--- src/rtl/msrv32_machine_control.sv ---
// Trap/exception sequencer for the MS-RV32 core: detects traps and mret, steers PC source,
// flushes the pipe and strobes the CSR file through a four-state machine.
module msrv32_machine_control (
    input  logic       ms_riscv32_mp_clk_in,
    input  logic       ms_riscv32_mp_rst_n_in,
    input  logic       illegal_instr_in,
    input  logic       misaligned_load_in,
    input  logic       misaligned_store_in,
    input  logic       misaligned_instr_in,
    input  logic [4:0] opcode_6_to_2_in,
    input  logic [2:0] funct3_in,
    input  logic [6:0] funct7_in,
    input  logic [4:0] rs1_addr_in,
    input  logic [4:0] rs2_addr_in,
    input  logic [4:0] rd_addr_in,
    input  logic       mie_in,
    input  logic       meie_in,
    input  logic       mtie_in,
    input  logic       msie_in,
    input  logic       meip_in,
    input  logic       mtip_in,
    input  logic       msip_in,
    output logic       trap_taken_out,
    output logic [1:0] pc_src_out,
    output logic       flush_out,
    output logic       set_cause_out,
    output logic       set_epc_out,
    output logic [3:0] cause_out,
    output logic       i_or_e_out,
    output logic       mie_clear_out,
    output logic       mie_set_out,
    output logic       instret_inc_out,
    output logic       misaligned_exception_out
);

    typedef enum logic [1:0] {
        StReset      = 2'b00,
        StOperating  = 2'b01,
        StTrapTaken  = 2'b10,
        StTrapReturn = 2'b11
    } state_e;

    state_e     state_q, state_d;
    logic [3:0] cause_q, cause_d;
    logic       i_or_e_q, i_or_e_d;
    logic       mis_exc_q, mis_exc_d;

    logic system_base;
    logic is_ecall, is_ebreak, is_mret;
    logic ext_irq, sw_irq, tmr_irq;
    logic irq, exc, trap;

    // ecall/ebreak/mret share the SYSTEM opcode with zero funct3, rs1 and rd.
    assign system_base = (opcode_6_to_2_in == 5'b11100) && (funct3_in == 3'b000) &&
                         (rs1_addr_in == 5'd0) && (rd_addr_in == 5'd0);
    assign is_ecall    = system_base && (funct7_in == 7'b0000000) && (rs2_addr_in == 5'd0);
    assign is_ebreak   = system_base && (funct7_in == 7'b0000000) && (rs2_addr_in == 5'd1);
    assign is_mret     = system_base && (funct7_in == 7'b0011000) && (rs2_addr_in == 5'd2);

    assign ext_irq = mie_in & meie_in & meip_in;
    assign sw_irq  = mie_in & msie_in & msip_in;
    assign tmr_irq = mie_in & mtie_in & mtip_in;
    assign irq     = ext_irq | sw_irq | tmr_irq;
    assign exc     = misaligned_instr_in | illegal_instr_in | is_ecall | is_ebreak |
                     misaligned_load_in | misaligned_store_in;
    assign trap    = irq | exc;

    always_comb begin
        state_d = state_q;
        unique case (state_q)
            StReset:      state_d = StOperating;
            StOperating: begin
                if (trap) begin
                    state_d = StTrapTaken;
                end else if (is_mret) begin
                    state_d = StTrapReturn;
                end
            end
            StTrapTaken:  state_d = StOperating;
            StTrapReturn: state_d = StOperating;
            default:      state_d = StReset;
        endcase
    end

    // Cause priority: interrupts first (external, software, timer), then synchronous exceptions.
    always_comb begin
        cause_d  = 4'b0000;
        i_or_e_d = 1'b0;
        if (ext_irq) begin
            cause_d  = 4'b1011;
            i_or_e_d = 1'b1;
        end else if (sw_irq) begin
            cause_d  = 4'b0011;
            i_or_e_d = 1'b1;
        end else if (tmr_irq) begin
            cause_d  = 4'b0111;
            i_or_e_d = 1'b1;
        end else if (misaligned_instr_in) begin
            cause_d  = 4'b0000;
        end else if (illegal_instr_in) begin
            cause_d  = 4'b0010;
        end else if (is_ebreak) begin
            cause_d  = 4'b0011;
        end else if (is_ecall) begin
            cause_d  = 4'b1011;
        end else if (misaligned_load_in) begin
            cause_d  = 4'b0100;
        end else if (misaligned_store_in) begin
            cause_d  = 4'b0110;
        end
        mis_exc_d = ~i_or_e_d &
                    ((cause_d == 4'b0000) || (cause_d == 4'b0100) || (cause_d == 4'b0110));
    end

    always_ff @(posedge ms_riscv32_mp_clk_in) begin
        if (!ms_riscv32_mp_rst_n_in) begin
            state_q   <= StReset;
            cause_q   <= 4'b0000;
            i_or_e_q  <= 1'b0;
            mis_exc_q <= 1'b0;
        end else begin
            state_q <= state_d;
            if (state_q == StOperating && trap) begin
                cause_q   <= cause_d;
                i_or_e_q  <= i_or_e_d;
                mis_exc_q <= mis_exc_d;
            end
        end
    end

    always_comb begin
        trap_taken_out  = 1'b0;
        pc_src_out      = 2'b00;
        flush_out       = 1'b0;
        set_cause_out   = 1'b0;
        set_epc_out     = 1'b0;
        mie_clear_out   = 1'b0;
        mie_set_out     = 1'b0;
        instret_inc_out = 1'b0;
        unique case (state_q)
            StReset: begin
                pc_src_out = 2'b00;
                flush_out  = 1'b1;
            end
            StOperating: begin
                pc_src_out      = 2'b11;
                trap_taken_out  = trap;
                instret_inc_out = ~trap;
            end
            StTrapTaken: begin
                pc_src_out    = 2'b10;
                flush_out     = 1'b1;
                set_cause_out = 1'b1;
                set_epc_out   = 1'b1;
                mie_clear_out = 1'b1;
            end
            StTrapReturn: begin
                pc_src_out  = 2'b01;
                flush_out   = 1'b1;
                mie_set_out = 1'b1;
            end
            default: begin
                pc_src_out = 2'b00;
                flush_out  = 1'b1;
            end
        endcase
    end

    assign cause_out                = cause_q;
    assign i_or_e_out               = i_or_e_q;
    assign misaligned_exception_out = mis_exc_q;

endmodule

--- config.mk ---
export PLATFORM = sky130hd
export DESIGN_NAME = msrv32_machine_control
export DESIGN_NICKNAME = d
export VERILOG_FILES = /design/src/rtl/msrv32_machine_control.sv
export SDC_FILE = /design/constraint.sdc
export NUM_CORES = 1
export LEC_CHECK = 0
export BUFFER_PORTS_ARGS = -buffer_cell sky130_fd_sc_hd__buf_2
export CAP_MARGIN = 20
export CORE_AREA = 8 8 50 52
export DETAILED_ROUTE_END_ITERATION = 12
export DIE_AREA = 0 0 58 60
export PLACE_DENSITY = 0.74
export SLEW_MARGIN = 20
export SYNTH_ARGS = -nofsm -noshare
export SYNTH_HDL_FRONTEND = slang
export SYNTH_SLANG_ARGS = --single-unit
--- constraint.sdc ---
create_clock -name ms_riscv32_mp_clk_in -period 1.9 [get_ports ms_riscv32_mp_clk_in]
set_clock_uncertainty 0.1 [all_clocks]
set_input_delay 0 -clock ms_riscv32_mp_clk_in [delete_from_list [all_inputs] [get_ports ms_riscv32_mp_clk_in]]
set_output_delay 0 -clock ms_riscv32_mp_clk_in [all_outputs]
set_load 0.02 [all_outputs]
==> impl_metrics.yaml <==
worst_setup_path:
  crit_arrival_ns: 1.52
  r2r_start: "state_q[1]"
  end_kind: "output port"
  r2r-end: "cause_out[2]"
  startpoint_type: "input pin"
  crit_chain: "buf_2 -> nor4_1 -> nand4_1 -> nor4_4 -> o21ai_2 -> buf_4 -> inv_1 -> buf_2"
  cp_slowest_cell: "nor4_4"
  cp_max_fo: 7
  cp_top_family: "simple AND/OR/NAND/NOR gates"
  cp_num_buf_inv: 4
  cpPeakStageDelay_ns: 0.48
  crit_type: "in2out"
  cp.required_ns: 1.80
  crit_top_cell: "buf_2"
  rr_worst_depth: 5
  r2r_slack_ns: 0.45
clock_network:
  clockBufferDepth: 2
  clkTransAtPathRegs_ns: 0.05
  root_buffer: "clkbuf_4"
  cts_hold_buf: 1
  clock_latency_ns: 0.25
  cts_buffers: 3
  htree_levels: 1
  cts_tree: "built"
  cts_sinks: 8
  post-cts-setup-buffers: 0
  post_cts_resized: 0
layout:
  nNetsFinal: 179
  stdcell_count: 148
  drive_above_1_share_pct: 50.0
  areaGrowthSynthToFinish_pct: 56.6
  antennaDiodeCount: 0
  num-fill-cells: 192
route:
  dr_wl_met2_um: 850
  wl_met3_um: 179
  ant_nets: 0
  drt_iter0_drc: 15
  wl_per_cell_um: 12.9
  viasPerCell: 5.13
  wl_met1_um: 825
  drc_errors: 0
  vias: 759
  dr.pass1.iters: 4
  top_layer: "met4"
  drt-total-wl_um: 1900
logic_synthesis:
  synthTopCellsByCount: "dfxtp_1 (8), nor2_1 (8), inv_1 (6)"
  synth_top_flop_cell: "dfxtp_1"
  netlist_instances: 70
  syn-num-nets: 117
  ys_types: 34
  syn_avg_cell_area_um2: 8.40
  yosysWarnings: 0
  async_flop_share_pct: 0
  synth_area_leaders: "dfxtp_1 (27%), ha_1 (8.5%), nor2_1 (5.1%), inv_1 (3.8%), nor4_4 (3.6%)"
  ys_ff_latch: 8
  netlist.area_leader.share_pct: 27.2
  synth_top_area_cell: "dfxtp_1"
  synth_area_um2: 588
  synth_edf_count: 0
  synth_seq_area_share_pct: 27.2
global_route:
  grt_pass1_wl_um: 3080
  globalRouteTotalUtil_pct: 11.5
  first_global_vias: 780
  grt_max_degree: 8
  antenna_found_initial: 0
  overflow: 0
sta:
  rsz0062_at_grt: "false"
  timing.fmax_ghz: 0.616
  period_needed_ns: 1.62
  setup_violations: 0
  fin_crit_sh_pct: 85.4
  worst_pin_slew_ns: 0.397
  drv_slew: 0
  hold_viol: 0
  timing.slew.headroom_pct: 72.9
  fin_ws_ns: 0.278
  fin_setup_tns_ns: 0
placement:
  place_ws_ns: 0.0372
  dp_cells: 144
  routabilityCongestion: 0.847
  dp_hpwl_um: 1720
  io_buffers: 57
min_path:
  hold_path.class: "in2reg"
  hold_path_depth: 4
  whs_endpoint: "cause_out[2]"
  worstHoldStart: "mtie_in"
die:
  die_w_um: 58
  rows: 16
  core_area_um2: 1800
  initial_core_util_pct: 32.6
  die_area_um2: 3480
  ios: 58
  dieHeight_um: 60
power_and_ir_drop:
  p_per_area_nw_per_um2: 532
  ir_drop_uv: 213
  leakage_nw: 0.490
run_status:
  status: "finished, final reports clean"
job:
  drv_cap: 0
==> registers in the layout, summed over array words and instances (netlist names) <==
| name | cells |
|---|---|
| cause_out | 4 |
| state_q | 2 |
| i_or_e_out | 1 |
| misaligned_exception_out | 1 |
==> layer usage <==
metal,track usage [%],up-vias
met1,11.4,320
li1,-,389
met5,0,-
met4,8.39,0
met3,4.30,4
met2,19.3,46
==> cell usage in the layout, fill, tap and decap left out, drive strengths merged, types with 2 or more instances in the layout <==
cell,count
buf,58
nor2,8
dfxtp,8
inv,6
ha,4
nor4,4
nand4,3
clkbuf,3
o21ai,3
a22oi,2
nor3,2
or3,2
nand2,2
a31oi,2
a21oi,2
o21bai,2
nor2b,2
o2bb2ai,2
==> worst min-delay path: cells and delay by family <==
family	cells	cell delay (ns)
AND/OR/NAND/NOR	1	0.08
buffers and inverters	1	0.09
AO/OA/AOI/OAI	2	0.24
==> power by group <==
part / internal [mW] / total (mW) / leakage (nW) / switching [mW]
Sequential: 0.181 / 0.187 / 0.0657 / 0.00644
Clock: 0.0720 / 0.126 / 0.0138 / 0.0542
Combinational: 0.0816 / 0.176 / 0.410 / 0.0949
Total: 0.334 / 0.490 / 0.490 / 0.155
==> worst max path at each step <==
stage               depth (start not counted)                       end            from  slack [ns]
global route                                8            trap_taken_out  rs1_addr_in[2]        0.11
floorplan                                   6  misaligned_exception_out  rs1_addr_in[2]        0.29
finish                                      8            trap_taken_out   rd_addr_in[3]        0.28
global placement                            7  misaligned_exception_out   rd_addr_in[3]        0.08
detailed placement                          7  misaligned_exception_out   rd_addr_in[3]        0.04
CTS                                         8            trap_taken_out   rd_addr_in[3]        0.26
==> cell families (layout without fill, tap and decap cells) <==
logic type	after synthesis	count (layout)	synth area share (%)
AND/OR/NAND/NOR	31	31	33.6
AO/OA/AOI/OAI	19	19	24.3
flip-flops	8	8	27.2
adder cells (fa/ha/maj)	4	4	8.51
buffers and inverters	8	68	6.38
==> through the flow <==
stage	instance area [um^2]	power, mW	hold WS (ns)	utilization (%)
finish	921	0.490	0.0940	51.1
global route	921	0.529	0.0939	51.1
CTS	921	0.498	0.0788	51.1
detailed placement	888	0.367	0.170	49.3
global placement	888	0.362	0.170	49.3
floorplan	588	0.287	0.0162	-
==> final cells by class <==
type	instances	area (um^2)	share of cell area, %
Inverter	6	22.5	2.45
Timing Repair Buffer	59	303	32.9
Tap cell	18	22.5	2.45
Multi-Input combinational cell	54	390	42.4
Sequential cell	8	160	17.4
Clock buffer	3	22.5	2.45
Note: power is estimated with default switching activity, not from simulation.
